[config.mk]
export PLATFORM = sky130hd
export DESIGN_NAME = prog_sequencer
export DESIGN_NICKNAME = d
export VERILOG_FILES = /design/src/rtl/prog_sequencer.sv
export SDC_FILE = /design/constraint.sdc
export NUM_CORES = 1
export LEC_CHECK = 0
export BUFFER_PORTS_ARGS = -buffer_cell sky130_fd_sc_hd__clkbuf_2
export CORE_UTILIZATION = 55
export CTS_CLUSTER_SIZE = 8
export DETAILED_ROUTE_END_ITERATION = 10
export PLACE_DENSITY = 0.82
export SLEW_MARGIN = 20
export SYNTH_ARGS = -nofsm -noshare
export SYNTH_HDL_FRONTEND = slang
export SYNTH_SLANG_ARGS = --single-unit
[constraint.sdc]
create_clock -name CLK -period 10.2 [get_ports CLK]
set_input_delay 2.04 -clock CLK [delete_from_list [all_inputs] [get_ports CLK]]
set_output_delay 2.04 -clock CLK [all_outputs]
set_load 0.02 [all_outputs]
[src/rtl/prog_sequencer.sv]
// prog_sequencer: run controller that loads operands, starts the core, waits for halt and streams results.
// Optional CLEAR_MEM_EN macro adds a pass that zeroes the whole data memory before loading.
module prog_sequencer #(
    parameter int ADDR_W      = 8,
    parameter int START_CYC   = 2,
    parameter int TIMEOUT_CYC = 65535
) (
    input  logic              CLK,
    input  logic              reset_n,
    input  logic              req,
    input  logic [ADDR_W-1:0] cfg_op_base,
    input  logic [2:0]        cfg_op_len,
    input  logic [ADDR_W-1:0] cfg_res_base,
    input  logic [2:0]        cfg_res_len,
    input  logic              op_valid,
    input  logic [7:0]        op_byte,
    output logic              op_ready,
    output logic              mem_sel,
    output logic              mem_we,
    output logic [ADDR_W-1:0] mem_addr,
    output logic [7:0]        mem_wdata,
    input  logic [7:0]        mem_rdata,
    output logic              dut_start,
    input  logic              dut_halt,
    output logic              res_valid,
    output logic [7:0]        res_byte,
    output logic              res_last,
    input  logic              res_ready,
    output logic              busy,
    output logic              done,
    output logic              timeout
);
    localparam int WD_W  = $clog2(TIMEOUT_CYC + 1);
    localparam int SC_W  = $clog2(START_CYC + 1);
    localparam int CW0   = (WD_W > SC_W) ? WD_W : SC_W;
    localparam int CNT_W = (CW0 > ADDR_W + 1) ? CW0 : ADDR_W + 1;

    localparam logic [CNT_W-1:0] ONE      = CNT_W'(1);
    localparam logic [CNT_W-1:0] CLR_LAST = CNT_W'((1 << ADDR_W) - 1);
    localparam logic [CNT_W-1:0] STA_LAST = CNT_W'(START_CYC - 1);
    localparam logic [CNT_W-1:0] WD_LAST  = CNT_W'(TIMEOUT_CYC - 1);

    typedef enum logic [2:0] {
        S_IDLE, S_CLEAR, S_LOAD, S_START, S_WAIT, S_READ, S_FIN
    } state_t;

    state_t            state_q, state_d;
    logic [CNT_W-1:0]  cnt_q, cnt_d;
    logic [ADDR_W-1:0] op_base_q, op_base_d;
    logic [ADDR_W-1:0] res_base_q, res_base_d;
    logic [2:0]        op_len_q, op_len_d;
    logic [2:0]        res_len_q, res_len_d;
    logic              timeout_q, timeout_d;
    logic [ADDR_W-1:0] idx;
    logic              op_hs, op_end, res_hs, res_end;

    // one counter serves as clear address, operand/result index, start and watchdog timer
    assign idx     = cnt_q[ADDR_W-1:0];
    assign op_hs   = (state_q == S_LOAD) && (op_len_q != 3'd0) && op_valid;
    assign op_end  = (cnt_q + ONE) == CNT_W'(op_len_q);
    assign res_hs  = (state_q == S_READ) && (res_len_q != 3'd0) && res_ready;
    assign res_end = (cnt_q + ONE) == CNT_W'(res_len_q);

    always_ff @(posedge CLK) begin
        if (!reset_n) begin
            state_q    <= S_IDLE;
            cnt_q      <= '0;
            op_base_q  <= '0;
            res_base_q <= '0;
            op_len_q   <= '0;
            res_len_q  <= '0;
            timeout_q  <= 1'b0;
        end else begin
            state_q    <= state_d;
            cnt_q      <= cnt_d;
            op_base_q  <= op_base_d;
            res_base_q <= res_base_d;
            op_len_q   <= op_len_d;
            res_len_q  <= res_len_d;
            timeout_q  <= timeout_d;
        end
    end

    always_comb begin
        state_d    = state_q;
        cnt_d      = cnt_q;
        op_base_d  = op_base_q;
        res_base_d = res_base_q;
        op_len_d   = op_len_q;
        res_len_d  = res_len_q;
        timeout_d  = timeout_q;
        unique case (state_q)
            S_IDLE: begin
                if (req) begin
                    op_base_d  = cfg_op_base;
                    res_base_d = cfg_res_base;
                    op_len_d   = cfg_op_len;
                    res_len_d  = cfg_res_len;
                    timeout_d  = 1'b0;
                    cnt_d      = '0;
`ifdef CLEAR_MEM_EN
                    state_d    = S_CLEAR;
`else
                    state_d    = S_LOAD;
`endif
                end
            end
            S_CLEAR: begin
                cnt_d = cnt_q + ONE;
                if (cnt_q == CLR_LAST) begin
                    cnt_d   = '0;
                    state_d = S_LOAD;
                end
            end
            S_LOAD: begin
                if (op_len_q == 3'd0) begin
                    cnt_d   = '0;
                    state_d = S_START;
                end else if (op_hs) begin
                    cnt_d = cnt_q + ONE;
                    if (op_end) begin
                        cnt_d   = '0;
                        state_d = S_START;
                    end
                end
            end
            S_START: begin
                cnt_d = cnt_q + ONE;
                if (cnt_q == STA_LAST) begin
                    cnt_d   = '0;
                    state_d = S_WAIT;
                end
            end
            S_WAIT: begin
                cnt_d = cnt_q + ONE;
                // first WAIT cycle may still see the previous run's halt
                if (dut_halt && (cnt_q != '0)) begin
                    cnt_d   = '0;
                    state_d = (res_len_q == 3'd0) ? S_FIN : S_READ;
                end else if (cnt_q == WD_LAST) begin
                    cnt_d     = '0;
                    timeout_d = 1'b1;
                    state_d   = S_FIN;
                end
            end
            S_READ: begin
                if (res_len_q == 3'd0) begin
                    state_d = S_FIN;
                end else if (res_hs) begin
                    cnt_d = cnt_q + ONE;
                    if (res_end) begin
                        cnt_d   = '0;
                        state_d = S_FIN;
                    end
                end
            end
            S_FIN: begin
                cnt_d   = '0;
                state_d = S_IDLE;
            end
            default: begin
                cnt_d   = '0;
                state_d = S_IDLE;
            end
        endcase
    end

    always_comb begin
        op_ready  = 1'b0;
        mem_sel   = 1'b1;
        mem_we    = 1'b0;
        mem_addr  = '0;
        mem_wdata = 8'h00;
        dut_start = 1'b1;
        res_valid = 1'b0;
        res_byte  = 8'h00;
        res_last  = 1'b0;
        done      = 1'b0;
        unique case (state_q)
            S_CLEAR: begin
                mem_we   = 1'b1;
                mem_addr = idx;
            end
            S_LOAD: begin
                op_ready  = op_hs;
                mem_we    = op_hs;
                mem_addr  = op_base_q + idx;
                mem_wdata = op_byte;
            end
            S_WAIT: begin
                dut_start = 1'b0;
                mem_sel   = 1'b0;
            end
            S_READ: begin
                mem_addr = res_base_q + idx;
                if (res_len_q != 3'd0) begin
                    res_valid = 1'b1;
                    res_byte  = mem_rdata;
                    res_last  = res_end;
                end
            end
            S_FIN: done = 1'b1;
            default: ;
        endcase
    end

    assign busy    = (state_q != S_IDLE);
    assign timeout = timeout_q;

endmodule

## Word level (Yosys, flattened, before mapping)

Cells that the tools add are included.

- Register bits: 42
- Input bits: 44
- Output and inout bits: 33
- Logic and storage cells: 91

- Add/sub/neg operators: 3
- Equal/unequal tests: 23
- Muxes and demuxes: 41
- Reduce and logical (&&, ||, !) cells: 17

Operator list:

| cell | count |
|---|---|
| 16-bit 2-to-1 mux | 11 |
| 16-bit one-hot mux with 6 select lines | 1 |
| 3-bit 2-to-1 mux | 11 |
| 16-bit by 3-bit equality test with 1-bit output | 2 |
| 8-bit 2-to-1 mux | 3 |
| 8-bit one-hot mux with 3 select lines | 1 |
| 3-bit one-hot mux with 6 select lines | 1 |
| 16-bit by 1-bit adder with 16-bit output, second input constant | 1 |
| 8-bit adder | 2 |
| 16-bit by 1-bit equality test with 1-bit output, second input constant | 1 |
| 16-bit equality test, second input constant | 1 |
| 16-bit by 8-bit equality test with 1-bit output, second input constant | 1 |
| 16-bit nonzero test | 1 |
| 2-bit inequality test, second input constant | 7 |
| 3-bit by 2-bit inequality test with 1-bit output, second input constant | 4 |
| 1-bit 2-to-1 mux | 10 |
| 3-bit equality test, second input constant | 3 |
| 3-bit zero test | 3 |
| 3-bit nonzero test | 3 |
| 4-bit AND reduction | 2 |
| 8-bit AND reduction | 1 |
| 3-bit by 2-bit equality test with 1-bit output, second input constant | 2 |
| 1-bit logical AND | 5 |
| 1-bit one-hot mux with 2 select lines | 2 |
| 5 further kinds | 5 |

## Logic depth before layout (Yosys ltp)

Gate-level depths: netlist (run 1).

- Depth after elaboration: 6
- Depth in mapped cells: 15
- Mapped depth without buffers: 15

## Least setup slack after synthesis (run 1)

No wires, ideal clock.

- Path kind: reg-to-output
- From: register state_q[1]
- To: output mem_addr[7]
- Data arrival time: 3.393 ns
- Data required time: 8.160 ns
- Setup slack: 4.767 ns
- Cell stages (with the launch flop): 14
- Buffers on the path: 1
- Cell sequence: dfxtp_1 -> clkbuf_1 -> nor2_1 -> nand2_1 -> mux2_2 -> ha_1 -> a21o_1 -> a21oi_1 -> o21bai_1 -> a21oi_1 -> o21ai_0 -> xor2_1 -> or4b_2 -> o211ai_1

- Longest elaborated chain between the ends: 2
- Elaborated cells between the ends (all ways): 4
- Those cells by class: 3 x eq/ne; 1 x mux

RTL lines:

| item | RTL line | text |
|---|---|---|
| start, declared | 47 | `state_t state_q, state_d;` |
| start signal, assigned | 74 | `state_q <= state_d;` |
| 3-bit equality test, or another cell as far along | 179 | `unique case (state_q)` |
| 8-bit one-hot mux with 3 select lines * | 179 |  |
| end, declared | 20 | `output logic [ADDR_W-1:0] mem_addr,` |

Mark *: on every way between the ends. The rest lies on a longest branch, timed or not.

## Final worst setup path (run 1)

- From: register state_q[2]
- To: output mem_addr[7]

The elaborated chain is that of the path after synthesis.

==> results of run 1 <==
-- state kept, by name, indices dropped and copies added (netlist names) --
| signal | count |
|---|---|
| cnt_q | 16 |
| op_base_q | 8 |
| res_base_q | 8 |
| op_len_q | 3 |
| res_len_q | 3 |
| state_q | 3 |
| timeout | 1 |
-- power groups by stage --
stage               clock network (W)  logic, W  registers, W
finish                       0.000113  0.000227      0.000206
global route                 0.000121  0.000252      0.000209
CTS                          0.000114  0.000226      0.000205
detailed placement                  0  0.000226      0.000209
global placement                    0  0.000221      0.000208
floorplan                           0  0.000178      0.000197
-- metal layers --
metal | wire length, um | global-route usage | up-vias
met5 | 0 | 0 | -
met1 | 3480 | 0.349 | 1484
met3 | 456 | 0.0365 | 10
li1 | - | - | 1559
met4 | 86 | 0.0887 | 0
met2 | 3790 | 0.458 | 113
-- through the flow --
stage	power, W	worst slack, ns	std cells	area (um2)	util
CTS	0.000546	3.67	542	3560	0.646
global placement	0.000429	4.22	534	3460	0.629
global route	0.000581	3.36	542	3560	0.646
finish	0.000546	3.63	542	3560	0.646
floorplan	0.000375	4.77	418	3140	-
detailed placement	0.000435	4.01	534	3460	0.629
-- final cells by class --
cell class / instances / area (um2) / share of cell area
clock buffers: 7 / 86.3 / 0.0243
clock inverters: 1 / 5.00 / 0.00141
inverters: 15 / 56.3 / 0.0158
multi-input cells: 329 / 2100 / 0.590
flip-flops and latches: 42 / 841 / 0.236
well taps: 72 / 90.1 / 0.0253
repair buffers: 76 / 380 / 0.107
-- Yosys cell counts, types with 4 or more instances --
library cell / count
o22ai_1: 4
nand3_1: 17
buf_2: 9
nand2b_1: 5
nor4_1: 5
nor3_1: 9
o21ai_0: 18
clkbuf_1: 20
nor2_1: 13
and2_1: 28
a21oi_1: 33
nand2_1: 75
xor2_1: 8
or4_1: 4
a31oi_1: 5
inv_1: 15
nor2b_1: 5
ha_1: 11
mux2_2: 7
mux2i_1: 8
xnor2_1: 18
dfxtp_1: 42
and3_1: 6
-- final timing paths --
kind                                      to  slack (ns)  depth (start not counted)
worst min register to register  op_base_q[1]        0.46                          2
worst min-delay path            op_base_q[1]        0.46                          2
worst max-delay path             mem_addr[7]        3.63                         12
worst max register to register      cnt_q[4]        6.85                          9
-- cells in the final DEF (no fill, tap or decap), types with 13 or more instances in the layout --
cell / n
a21oi_1: 33
clkbuf_2: 76
inv_1: 15
nor2_1: 13
dfxtp_1: 42
and2_1: 28
o21ai_0: 18
nand2_1: 75
nand3_1: 17
xnor2_1: 18
-- cell families after synthesis --
kind of cell             after synthesis  share of synthesized area
flip-flops                            42                      0.268
AO/OA/AOI/OAI                         89                      0.179
buffers and inverters                 47                     0.0634
XOR/XNOR                              26                     0.0726
multiplexers                          15                     0.0507
AND/OR/NAND/NOR                      187                      0.316
adder cells (fa/ha/maj)               12                     0.0503
-- tightest hold or removal path: stages (launching register included) --
cell and delay, ns:
dfxtp_1 0.31, nand2_1 0.05, a21oi_1 0.05
==> flow_summary.toml, run 1 <==
[worst_setup_path]
cp_slowest_stage_delay_ns = 0.85
cpMostUsedCell = "a21oi_1"
slowest_stage = "dfxtp_1"
cp-start-kind = "register"
crit_type = "register to output port"
path_buf_inv = 1
cp_max_fo = 22
r2r_start = "cnt_q[0]"
setup.worst_path.start = "state_q[2]"
end_kind = "output port"
required_ns = 8.16
cp.arrival_ns = 4.53
crit_chain = "nand2_1 -> mux2_2 -> ha_1 -> a21o_1 -> a21oi_1 -> o21bai_1 -> a21oi_1 -> o21ai_0 -> xor2_1 -> or4b_2 -> o211ai_1 -> clkbuf_2"
path_delay_family = "simple AND/OR/NAND/NOR gates"

[place]
portBuffers = 76
gp_congestion = 0.927
dp.final_hpwl_mm = 5.87

[clock_tree]
cts_buffer_depth = 2
htree_num_levels = 2
postCtsSetupBuffers = 0
cts_buffers = 5
cts_root_buf = "clkbuf_8"
cts_tree = "done"
ctsHoldBuffers = 0
clock-sinks = 42
post_cts_resized = 0
clk_pin_slew_ns = 0.08
insertion_delay_ns = 0.29

[synthesis]
yosysWarnings = 0
synth-async-reset-ratio = 0
yosysUniqueCellTypes = 57
synth_seq_cells = 42
synth_fp_nets = 474
syn_inst = 418
synth_ff_type = "dfxtp_1"
synthTopCellsByArea = "dfxtp_1 27%, nand2_1 9.0%, and2_1 5.6%"
synth_area_per_cell_um2 = 7.50
synth_edf_count = 0
synth_area_leader_cell = "dfxtp_1"
yosysTopAreaCellShare = 0.268
seq_area_frac_synth = 0.268
syn-cell-area_um2 = 3140

[floorplan]
die-height_um = 77.5
core_area_um2 = 5510
die_area_um2 = 6010
start_util = 0.570
ios = 77
rows = 27
die_w_um = 77.5

[pwr]
powerDensity_nw_per_um2 = 154
p_leak_nw = 1.51
ir_worst_vdd_v = 0.0000910
intPower_w = 0.000316
p_sw_w = 0.000229
p_seq_frac = 0.377
p_comb_frac = 0.416
swShare = 0.420
clkPwrFrac = 0.207

[hold_path]
hp-class = "register to register"
min_from = "op_base_q[1]"

[sta]
fin_worst_skew_ns = 0.00486
max-slew-margin-rel = 0.256
finalCritPeriodShare = 0.644
finalSetupViolCount = 0
finalHoldViolCount = 0
min_period_ns = 6.57
tns_ns = 0
fmax_ghz = 0.152
drv_slew = 0
tightest_slew_ns = 1.12
rsz0062_at_grt = "false"
hold_slack_ns = 0.457

[detailed_routing]
vias = 3166
detail-route-antenna-nets = 0
vias_per_cell = 5.84
wl_per_cell_um = 14.4
dr.pass1.iters = 4
drt-initial-drc-count = 217
drc = 0
drt_wl_total_mm = 7.81

[global_routing]
track_usage = 0.270
overflow = 0
grt_pass1_wl_mm = 13.2
grt_max_degree = 34
grt_pass1_vias = 2914
antenna_found_initial = 0

[final_layout]
layout-drive-gt1-share = 0.219
antennaDiodeCount = 0
nNetsFinal = 525
nFillCells = 495
area_growth_pct = 13.4

[status]
status = "finished, final reports clean"

[job]
max_cap_viol_count = 0
Power figures use the tool's default switching activity.
==> run 2, diff against run 1 <==
CORE_UTILIZATION = 49   (was 55)
PLACE_DENSITY = 0.77   (was 0.82)
clock period = 5.4 ns   (was 10.2 ns; I/O delays follow)
==> flow_summary.toml, run 2 (synthesis results as in run 1) <==
[status]
status = "finished, final reports clean"

[global_routing]
gr-usage-met2 = 0.412
grt_use_met1 = 0.321
top_usage_layer = "met2"
grt_pass1_vias = 2727
grt_pass1_wl_mm = 12.7
overflow = 0
grt_max_degree = 34
use_met3 = 0.0322
track_usage = 0.246
antenna_found_initial = 0

[worst_setup_path]
required_ns = 4.32
r2r_start = "state_q[1]"
cp.arrival_ns = 4.01
setup.worst_path.start = "state_q[0]"
cp_max_fo = 10
end_kind = "output port"
slowest_stage = "or4b_2"
cp-start-kind = "register"
cpMostUsedCell = "a21oi_1"
r2r_cells = 8
crit_type = "register to output port"
crit_chain = "inv_1 -> nor2_2 -> nand2_2 -> mux2_2 -> ha_1 -> a21o_1 -> a21oi_1 -> o21bai_1 -> a21oi_1 -> o21ai_0 -> xor2_1 -> or4b_2 -> o211ai_1 -> clkbuf_2"
cp_slowest_stage_delay_ns = 0.65

[final_layout]
final_cell_mix = "76 x clkbuf_2, 74 x nand2_1, 42 x dfxtp_1"
largest_registers = "cnt_q (16), op_base_q (8), res_base_q (8)"
finish.cell_count_without_fillers = 546
antennaDiodeCount = 0
multiInputGateArea_um2 = 2100
largest_reg_flops = 16
postLayoutCoreUtil = 0.590
area_growth_pct = 14.0
layout-drive-gt1-share = 0.225
final_common_cell = "clkbuf_2"
nFillCells = 589
top_register = "cnt_q"
nNetsFinal = 526
regArea_um2 = 841

[hold_path]
hp-class = "register to register"
min_from = "op_base_q[5]"
hold_depth = 2

[floorplan]
die_area_um2 = 6730
ios = 77
core_area_um2 = 6060
die-height_um = 82.0
die_w_um = 82.0
rows = 28
start_util = 0.518

[pwr]
ir_worst_vdd_v = 0.000284
intPower_w = 0.000601
swShare = 0.424
p_leak_nw = 1.51
p_sw_w = 0.000442
power_w = 0.00104
p_comb_frac = 0.418
powerDensity_nw_per_um2 = 292
clkPwrFrac = 0.214
p_seq_frac = 0.369

[place]
pre_cts_ws_ns = 0.438
dp.final_hpwl_mm = 6.07
gp_congestion = 0.884
portBuffers = 76
dp.cells = 538

[sta]
max-slew-margin-rel = 0.296
finalSetupViolCount = 0
worst_slack_ns = 0.305
finalHoldViolCount = 0
min_period_ns = 5.09
tns_ns = 0
tightest_slew_ns = 1.05
drv_slew = 0
fmax_ghz = 0.196
finalCritPeriodShare = 0.944
rsz0062_at_grt = "false"
fin_worst_skew_ns = 0.00370

[detailed_routing]
wl_per_cell_um = 14.5
dr.pass1.iters = 4
drc = 0
vias_per_cell = 5.72
detail-route-antenna-nets = 0
drt_wl_total_mm = 7.92
vias = 3121
drt-initial-drc-count = 195

[clock_tree]
insertion_delay_ns = 0.29
cts_buffers = 5
clk_pin_slew_ns = 0.09
htree_num_levels = 2
clock-sinks = 42
cts_buffer_depth = 2
cts_root_buf = "clkbuf_8"
postCtsSetupBuffers = 0
cts_tree = "done"

[job]
max_cap_viol_count = 0
[run 2: worst max-delay path, delay by kind of cell (launching register included)]
family                   cells  cell delay [ns]
adder cells (fa/ha/maj)      1             0.27
AO/OA/AOI/OAI                6             1.07
AND/OR/NAND/NOR              3             1.06
XOR/XNOR                     1             0.23
multiplexers                 1             0.33
flip-flops                   1             0.44
buffers and inverters        2             0.33
[run 2: final timing paths]
check	slack (ns)	to
hold / removal	0.45	op_base_q[5]
setup / recovery	0.31	mem_addr[7]
hold reg to reg	0.45	op_base_q[5]
setup reg to reg	2.06	cnt_q[2]
[run 2: per-stage QoR]
step / hold slack (ns) / cell area, um2
2_1_floorplan: 0.433 / 3140
3_3_place_gp: 0.446 / 3480
3_5_place_dp: 0.446 / 3480
4_1_cts: 0.459 / 3570
5_1_grt: 0.491 / 3580
6_report: 0.453 / 3580
[run 2: what timing repair did]
action	CTS	global route
hold buffers	0	0
resized for setup	0	2
setup endpoints to repair	0	1
[run 2: area by class of cell]
class / count / share of cell area
Sequential cell: 42 / 0.235
Timing Repair Buffer: 77 / 0.108
Tap cell: 75 / 0.0262
Multi-Input combinational cell: 329 / 0.588
Clock buffer: 7 / 0.0241
Inverter: 15 / 0.0157
Clock inverter: 1 / 0.00245
[run 2: metal layers]
metal	up-vias	share of wire
li1	1564	-
met3	12	0.044
met1	1458	0.45
met4	0	0.018
met5	-	0
met2	87	0.48
[run 2: power by group through the flow]
stage / Clock (W) / Combinational [W] / Sequential [W]
finish: 0.000223 / 0.000436 / 0.000385
global placement: 0 / 0.000427 / 0.000388
floorplan: 0 / 0.000336 / 0.000372
detailed placement: 0 / 0.000433 / 0.000390
global route: 0.000240 / 0.000488 / 0.000390
CTS: 0.000225 / 0.000435 / 0.000383
==> run 3, diff against run 2 <==
BUFFER_PORTS_ARGS = -buffer_cell sky130_fd_sc_hd__buf_2   (was -buffer_cell sky130_fd_sc_hd__clkbuf_2)
==> flow_summary.toml, run 3 (synthesis results as in run 1) <==
[worst_setup_path]
required_ns = 4.32
r2r_cells = 9
crit_chain = "inv_1 -> nor2_1 -> nand2_2 -> mux2_2 -> ha_1 -> a21o_1 -> a21oi_1 -> o21bai_1 -> a21oi_1 -> o21ai_0 -> xor2_1 -> or4b_2 -> o211ai_1 -> buf_2"
end_kind = "output port"
cp-start-kind = "register"
cp_slowest_stage_delay_ns = 0.65
crit_type = "register to output port"
setup.worst_path.start = "state_q[0]"
slowest_stage = "or4b_2"
cp.arrival_ns = 4.09
r2r_start = "cnt_q[0]"
cpMostUsedCell = "a21oi_1"
cp_max_fo = 10

[place]
gp_congestion = 0.875
portBuffers = 76
pre_cts_ws_ns = 0.460
dp.cells = 538
dp.final_hpwl_mm = 6.01

[pwr]
p_sw_w = 0.000432
p_leak_nw = 1.53
ir_worst_vdd_v = 0.000254
p_seq_frac = 0.355
p_comb_frac = 0.405
intPower_w = 0.000645
swShare = 0.402
clkPwrFrac = 0.240
powerDensity_nw_per_um2 = 300

[sta]
finalHoldViolCount = 0
drv_slew = 0
rsz0062_at_grt = "false"
tightest_slew_ns = 0.984
max-slew-margin-rel = 0.340
min_period_ns = 5.17
hold_slack_ns = 0.454
tns_ns = 0
finalCritPeriodShare = 0.957
fin_worst_skew_ns = 0.00706
fmax_ghz = 0.194
worst_slack_ns = 0.235
finalSetupViolCount = 0

[floorplan]
ios = 77
die_w_um = 82.0
die_area_um2 = 6730
die-height_um = 82.0
rows = 28
core_area_um2 = 6060
start_util = 0.518

[final_layout]
nFillCells = 592
regArea_um2 = 841
largest_reg_flops = 16
top_register = "cnt_q"
nNetsFinal = 526
area_growth_pct = 14.6
antennaDiodeCount = 0
postLayoutCoreUtil = 0.593
largest_registers = "cnt_q (16), op_base_q (8), res_base_q (8)"
final_common_cell = "buf_2"
final_cell_mix = "76 x buf_2, 74 x nand2_1, 42 x dfxtp_1"
finish.cell_count_without_fillers = 545
multiInputGateArea_um2 = 2100
layout-drive-gt1-share = 0.226

[clock_tree]
insertion_delay_ns = 0.29
cts_tree = "done"
clock-sinks = 42
cts_root_buf = "clkbuf_8"
ctsHoldBuffers = 0
cts_buffers = 5
htree_num_levels = 2
clk_pin_slew_ns = 0.08
cts_buffer_depth = 2
postCtsSetupBuffers = 0

[detailed_routing]
drc = 0
vias_per_cell = 5.77
drt_wl_total_mm = 7.95
drt-initial-drc-count = 181
dr.pass1.iters = 5
detail-route-antenna-nets = 0
wl_per_cell_um = 14.6
vias = 3145

[global_routing]
antenna_found_initial = 0
grt_pass1_vias = 2682
grt_max_degree = 34
overflow = 0
track_usage = 0.239
grt_pass1_wl_mm = 12.4

[hold_path]
min_from = "op_base_q[5]"
hp-class = "register to register"
hold_depth = 2

[job]
max_cap_viol_count = 0

[status]
status = "finished, final reports clean"
==> run 3: layout make-up <==
class                      count  share of cell area
tap                           75              0.0261
sequential                    42               0.234
inverter                      15              0.0157
multi-input combinational    329               0.585
clock inverter                 1             0.00836
clock buffer                   6              0.0230
timing repair buffer          77               0.108
==> run 3: path summary, 6_finish.rpt <==
path                            slack, ns           end
worst max-delay path                 0.23   mem_addr[7]
worst min-delay path                 0.45  op_base_q[5]
worst max register to register       2.09      cnt_q[3]
worst min register to register       0.45  op_base_q[5]
==> run 3: power by group through the flow <==
stage / clock (W) / combinational (W) / sequential [W]
6_report: 0.000258 / 0.000436 / 0.000383
5_1_grt: 0.000272 / 0.000487 / 0.000389
4_1_cts: 0.000261 / 0.000434 / 0.000382
3_5_place_dp: 0 / 0.000432 / 0.000389
3_3_place_gp: 0 / 0.000426 / 0.000388
2_1_floorplan: 0 / 0.000336 / 0.000372
==> run 3: metrics by stage <==
stage / power [W] / area (um2)
2_1_floorplan: 0.000708 / 3140
3_3_place_gp: 0.000814 / 3480
3_5_place_dp: 0.000821 / 3480
4_1_cts: 0.00108 / 3590
5_1_grt: 0.00115 / 3590
6_report: 0.00108 / 3590
==> run 3: per-layer routing <==
metal	wire [um]	track usage	vias to the layer above
met2	3800	0.400	125
met3	535	0.0344	8
met5	0	0	-
met4	111	0.0719	0
met1	3500	0.314	1450
li1	-	-	1562
==> run 3: timing repair <==
item | 4_1_cts | 5_1_grt
setup endpoints to repair | 0 | 1
hold endpoints to repair | 0 | 0
resized for setup | 0 | 1
==> run 3: critical path, delay by kind of cell (launching register included) <==
kind	cells	cell delay [ns]
flops	1	0.44
fa+ha+maj	1	0.28
buf+inv	2	0.31
xor+xnor	1	0.23
simple gates	3	1.14
compound gates	6	1.06
mux	1	0.34
